**src/rtl/fifo_depth_n_if.sv**
```systemverilog
// Enqueue/dequeue method bundle for fifo_depth_n, parameterised by payload width.
// Field mapping: enq_ena/enq_v/enq_rdy = in$enq__ENA/$v/__RDY; deq_ena/deq_rdy = out$deq__ENA/__RDY;
// first/first_rdy = out$first/out$first__RDY.
interface fifo_depth_n_if #(
  parameter int WIDTH = 32
) ();
  // Handshake: a method fires on a rising CLK edge where its __ENA and __RDY are both high;
  // raising __ENA while __RDY is low is a protocol violation and the strobe is dropped.
  logic             enq_ena;
  logic [WIDTH-1:0] enq_v;
  logic             enq_rdy;
  logic             deq_ena;
  logic             deq_rdy;
  logic [WIDTH-1:0] first;
  logic             first_rdy;

  modport master (
    output enq_ena, enq_v, deq_ena,
    input  enq_rdy, deq_rdy, first, first_rdy
  );

  modport slave (
    input  enq_ena, enq_v, deq_ena,
    output enq_rdy, deq_rdy, first, first_rdy
  );
endinterface

```
**src/rtl/fifo_depth_n.sv**
```systemverilog
// DEPTH-entry guarded FIFO with occupancy count, almost-full and sticky protocol-error flag.
// Optional macro FIFO_FULL_PASS_EN: accept an enq while full when a deq fires in the same cycle.
module fifo_depth_n #(
  parameter int WIDTH       = 32,
  parameter int DEPTH       = 4,
  parameter int AFULL_LEVEL = DEPTH - 1
) (
  input  logic                         CLK,
  input  logic                         RST,
  fifo_depth_n_if.slave                io,
  output logic [$clog2(DEPTH+1)-1:0]   count,
  output logic                         almost_full,
  output logic                         err
);

  localparam int PTR_W = (DEPTH > 1) ? $clog2(DEPTH) : 1;
  localparam int CNT_W = $clog2(DEPTH + 1);
  // Levels above DEPTH can never be reached; clamp so the threshold fits CNT_W+1 bits.
  localparam int AF_CLAMP = (AFULL_LEVEL > DEPTH) ? DEPTH + 1 : AFULL_LEVEL;
  localparam logic [CNT_W:0] AF_THRESH = (CNT_W + 1)'(AF_CLAMP);

  logic [WIDTH-1:0] mem [DEPTH];
  logic [PTR_W-1:0] rptr;
  logic [PTR_W-1:0] wptr;
  logic [CNT_W-1:0] cnt;

  logic empty;
  logic full;
  logic enq_fire;
  logic deq_fire;
  logic violation;

  function automatic logic [PTR_W-1:0] next_ptr(input logic [PTR_W-1:0] p);
    if (p == PTR_W'(DEPTH - 1)) return '0;
    else                        return p + PTR_W'(1);
  endfunction

  assign empty = (cnt == '0);
  assign full  = (cnt == CNT_W'(DEPTH));

`ifdef FIFO_FULL_PASS_EN
  // A deq in the same cycle frees the slot at wptr, so a full FIFO can still take data.
  assign io.enq_rdy = !full | io.deq_ena;
`else
  assign io.enq_rdy = !full;
`endif
  assign io.deq_rdy   = !empty;
  assign io.first_rdy = !empty;
  assign io.first     = empty ? '0 : mem[rptr];

  assign enq_fire  = io.enq_ena & io.enq_rdy;
  assign deq_fire  = io.deq_ena & io.deq_rdy;
  assign violation = (io.enq_ena & !io.enq_rdy) | (io.deq_ena & !io.deq_rdy);

  assign count       = cnt;
  assign almost_full = ({1'b0, cnt} >= AF_THRESH);

  // Payload storage carries no reset; empty gating keeps stale contents off the outputs.
  always_ff @(posedge CLK) begin
    if (enq_fire) mem[wptr] <= io.enq_v;
  end

  always_ff @(posedge CLK or posedge RST) begin
    if (RST) begin
      rptr <= '0;
      wptr <= '0;
      cnt  <= '0;
      err  <= 1'b0;
    end else begin
      if (enq_fire) wptr <= next_ptr(wptr);
      if (deq_fire) rptr <= next_ptr(rptr);
      case ({enq_fire, deq_fire})
        2'b10:   cnt <= cnt + CNT_W'(1);
        2'b01:   cnt <= cnt - CNT_W'(1);
        default: cnt <= cnt;
      endcase
      if (violation) err <= 1'b1;
    end
  end

`ifndef SYNTHESIS
  a_cnt_range: assert property (@(posedge CLK) disable iff (RST) cnt <= CNT_W'(DEPTH));
  a_ptr_range: assert property (@(posedge CLK) disable iff (RST)
    (rptr <= PTR_W'(DEPTH - 1)) && (wptr <= PTR_W'(DEPTH - 1)));
  a_ptr_gap:   assert property (@(posedge CLK) disable iff (RST)
    ((32'(rptr) + 32'(cnt)) % 32'(DEPTH)) == 32'(wptr));
`endif

endmodule

```
**src/flat_wrapper.sv**
```systemverilog
// flat-port wrapper written by rule: the top's interface ports become plain ports
module fifo_depth_n_flat 
#(
  parameter int WIDTH       = 32,
  parameter int DEPTH       = 4,
  parameter int AFULL_LEVEL = DEPTH - 1
)
  (CLK, RST, count, almost_full, err, io_enq_ena, io_enq_v, io_deq_ena, io_enq_rdy, io_deq_rdy, io_first, io_first_rdy);
  fifo_depth_n_if #(.WIDTH(WIDTH)) io_i ();
  input  logic CLK;
  input  logic RST;
  output logic [$clog2(DEPTH+1)-1:0] count;
  output logic almost_full;
  output logic err;
  input wire logic [$bits(io_i.enq_ena)-1:0] io_enq_ena;
  input wire logic [$bits(io_i.enq_v)-1:0] io_enq_v;
  input wire logic [$bits(io_i.deq_ena)-1:0] io_deq_ena;
  output wire logic [$bits(io_i.enq_rdy)-1:0] io_enq_rdy;
  output wire logic [$bits(io_i.deq_rdy)-1:0] io_deq_rdy;
  output wire logic [$bits(io_i.first)-1:0] io_first;
  output wire logic [$bits(io_i.first_rdy)-1:0] io_first_rdy;
  assign io_i.enq_ena = io_enq_ena;
  assign io_i.enq_v = io_enq_v;
  assign io_i.deq_ena = io_deq_ena;
  assign io_enq_rdy = io_i.enq_rdy;
  assign io_deq_rdy = io_i.deq_rdy;
  assign io_first = io_i.first;
  assign io_first_rdy = io_i.first_rdy;
  fifo_depth_n #(.WIDTH(WIDTH), .DEPTH(DEPTH), .AFULL_LEVEL(AFULL_LEVEL)) u_core (.CLK(CLK), .RST(RST), .io(io_i), .count(count), .almost_full(almost_full), .err(err));
endmodule
```
**config.mk**
```make
export PLATFORM = sky130hd
export DESIGN_NAME = fifo_depth_n_flat
export DESIGN_NICKNAME = d
export VERILOG_FILES = /design/src/rtl/fifo_depth_n_if.sv /design/src/rtl/fifo_depth_n.sv /design/src/flat_wrapper.sv
export SDC_FILE = /design/constraint.sdc
export NUM_CORES = 1
export LEC_CHECK = 0
export CAP_MARGIN = 10
export CORE_ASPECT_RATIO = 1.5
export CORE_MARGIN = 5
export CORE_UTILIZATION = 45
export CTS_BUF_LIST = sky130_fd_sc_hd__clkbuf_8 sky130_fd_sc_hd__clkbuf_16
export CTS_CLUSTER_SIZE = 24
export DETAILED_ROUTE_END_ITERATION = 10
export PLACE_DENSITY = 0.68
export SYNTH_ARGS = -nofsm -noshare
export SYNTH_HDL_FRONTEND = slang
export SYNTH_SLANG_ARGS = --single-unit
```
**constraint.sdc**
```tcl
create_clock -name CLK -period 3.4 [get_ports CLK]
set_clock_uncertainty 0.1 [all_clocks]
set_input_delay 1.02 -clock CLK [delete_from_list [all_inputs] [get_ports CLK]]
set_output_delay 1.02 -clock CLK [all_outputs]
set_load 0.005 [all_outputs]
```
==> metrics.txt <==
Comb pwr share 0.351; Die H 143.5 um; top-area cell type share of the netlist area 0.7188; num ports 76; layout cells sized above 1 0.2389; Post-synth ARST share 0.05882; number of buffers created by CTS 17; num rows 48; drt wl/cell 18.70 um; Final Wtd Congestion 0.7260; die width 99.01 um; H-tree levels 4; max_slew headroom 0.6948; TritonCTS clock tree built; CP required 2.28 ns; RSZ-0062 raised after global routing false; worst path cell trace buf_12, mux4_2, and2_1, clkdlybuf4s50_1; delay of the slowest critical-path stage 0.51 ns; critical path fanouts, max 9; min Tclk post-route 3.324 ns; worst slew pin tran 0.4569 ns; Fmax 300.8 MHz; worst endpoint data arrival time 2.20 ns; CTS Buffer Depth 2; CORE AREA 11590 sq um; synth cell count leaders edfxtp_1, and2_1, mux4_2, inv_1, dfrtp_1; total gr overflow 0; final instance area 7009 sq um; post-route ant nets 0; Crit-path slowest cell dfrtp_4; switching part of the total 0.2564; top-count cell post-synth edfxtp_1; net count after synthesis 294; Area contributors post-synth edfxtp_1, mux4_2, and2_1; Routed WL 9.536 mm; clock sink total 136; final hold vios 0; Synth-to-Final Area Change 31.07%; Avg Inst Size Synth 21.31 sq um; initial core utilization 0.4614; Worst Reg2Reg Path Length in Cells 9; worst r2r src u_core.count[0]; first-pass GRT wire length 15.04 mm; number of synthesized flops with an enable pin 128; register area share after synthesis 0.7562; Vias/cell 5.116; gr usage total 0.1455; Initial DRC Count 85; clock latency on the worst-skew pair 0.41 ns; clock slew at reported path FFs 0.05 ns; Vias 2609; Psw 1.643 mW; HP Start u_core.err; hold endpoint u_core.err; setup violators final 0; Yosys warnings 0; Setup TNS 0 ns; hpwl dp 5.987 mm; sequential power share 0.371; pin count of the biggest net entering global routing 37; Synth Flop Type edfxtp_1; diodes inserted 0; post-synth cell types 24; max_cap viols 0; internal reg-to-reg setup slack 1.05 ns; initial antenna violation count 0; max-slew violation total from the final report 0; status finished, final reports clean; pwr dens 914.0 nW/um^2; number of global-route vias before repair 2830; register bit total from synthesis 136; fin nets 390; Leak Pwr 2.438 nW; CP Class flip-flop to output port; CP Launch Point u_core.rptr[0]; worst vdd ir 0.4692 mV; Placement Cell Area 6381 sq um; clock share of power 0.279; synthesized area 5348 sq um; clock root buffer clkbuf_16; IO Port Bufs 75; worst hold stages 2; Pre-antenna DRT Iters 4; final cycle utilization of the critical path 0.9776; Post-route DRC 0; synthesized instance count 251; Worst Setup Start Kind flip-flop; r2r endpoint u_core.count[2]; cell type with the largest total area after synthesis edfxtp_1; die area 14210 sq um; Crit. End Element output port; Hold Path Class flip-flop to flip-flop; Internal Dissipation 4.764 mW
-- per-stage QoR --
step	setup WS, ns	utilization	power (mW)	hold WS, ns	cells
after floorplan	0.7456	-	3.549	0.3673	251
after global placement	0.3525	0.5505	4.647	0.3633	474
after detailed placement	0.3295	0.5505	4.684	0.3784	474
after CTS	0.02204	0.6034	6.519	0.3907	509
after global routing	0.0006339	0.6047	6.739	0.4142	510
final	0.07604	0.6047	6.406	0.3777	510
-- power by group through the flow --
stage,Combinational [mW],Clock [mW],Sequential [mW]
floorplan,1.22,0,2.33
global placement,2.24,0,2.40
detailed placement,2.26,0,2.42
CTS,2.31,1.82,2.39
global route,2.44,1.89,2.40
finish,2.25,1.78,2.38
-- repair_timing --
action	in CTS	in global routing
hold buffers	0	0
endpoints found under the setup margin	26	10
gates resized for setup	1	3
buffers inserted	3	1
-- cell type report --
class / count / area [sq um]
clock buffer: 17 / 425.4
clock inverter: 15 / 162.7
fill: 827 / 4582
inverter: 9 / 33.78
multi-input combinational: 93 / 1192
sequential: 136 / 4049
tap: 150 / 187.7
timing repair buffer: 90 / 958.4
-- routing by layer --
metal / vias to the layer above / global-route usage / wire (um)
li1: 1183 / - / -
met3: 12 / 0.04371 / 443
met2: 74 / 0.2596 / 5479
met4: 0 / 0.07338 / 139
met5: - / 0 / 0
met1: 1340 / 0.1552 / 3474
-- how the worst max path moves through the flow --
stage                       end  cells after the start
2_1_floorplan  u_core.mem[3][0]                      2
3_3_place_gp       io_first[22]                      4
4_1_cts            io_first[22]                      4
5_1_grt            io_first[29]                      4
6_report           io_first[14]                      4
3_5_place_dp    u_core.count[2]                      9
-- cells in the final DEF, fill, tap and decap left out, types with 2 or more instances in the layout --
| cell type | n |
|---|---|
| ha_1 | 6 |
| bufinv_16 | 3 |
| mux2_4 | 2 |
| and2_2 | 4 |
| mux4_2 | 32 |
| dlymetal6s2s_1 | 3 |
| mux2_2 | 2 |
| buf_4 | 8 |
| clkdlybuf4s50_1 | 72 |
| dfrtp_1 | 6 |
| edfxtp_1 | 128 |
| clkinv_2 | 3 |
| clkinv_4 | 3 |
| buf_12 | 7 |
| nor2_1 | 3 |
| and2_1 | 32 |
| xor2_1 | 2 |
| inv_1 | 12 |
| clkbuf_16 | 17 |
-- state kept, by name, summed over array words and instances, names as in the netlist --
register / flops
u_core.rptr: 2
u_core.count: 3
u_core.err: 1
u_core.mem: 128
u_core.wptr: 2
-- cells by family after synthesis --
kind of cell,count (synthesis),synth area share
compound gates,3,0.003274
xor+xnor,3,0.004914
fa+ha+maj,7,0.01778
buf+inv,22,0.02176
flops,136,0.7562
mux,37,0.1465
simple gates,43,0.04961
-- worst max-delay path, delay by kind of cell, from the launching register on --
family | cells | cell delay (ns)
and+or+nand+nor | 1 | 0.18
DFF | 1 | 0.51
muxes | 1 | 0.49
buffers and inverters | 2 | 0.62
No activity file was read; power rests on OpenSTA's default activity.
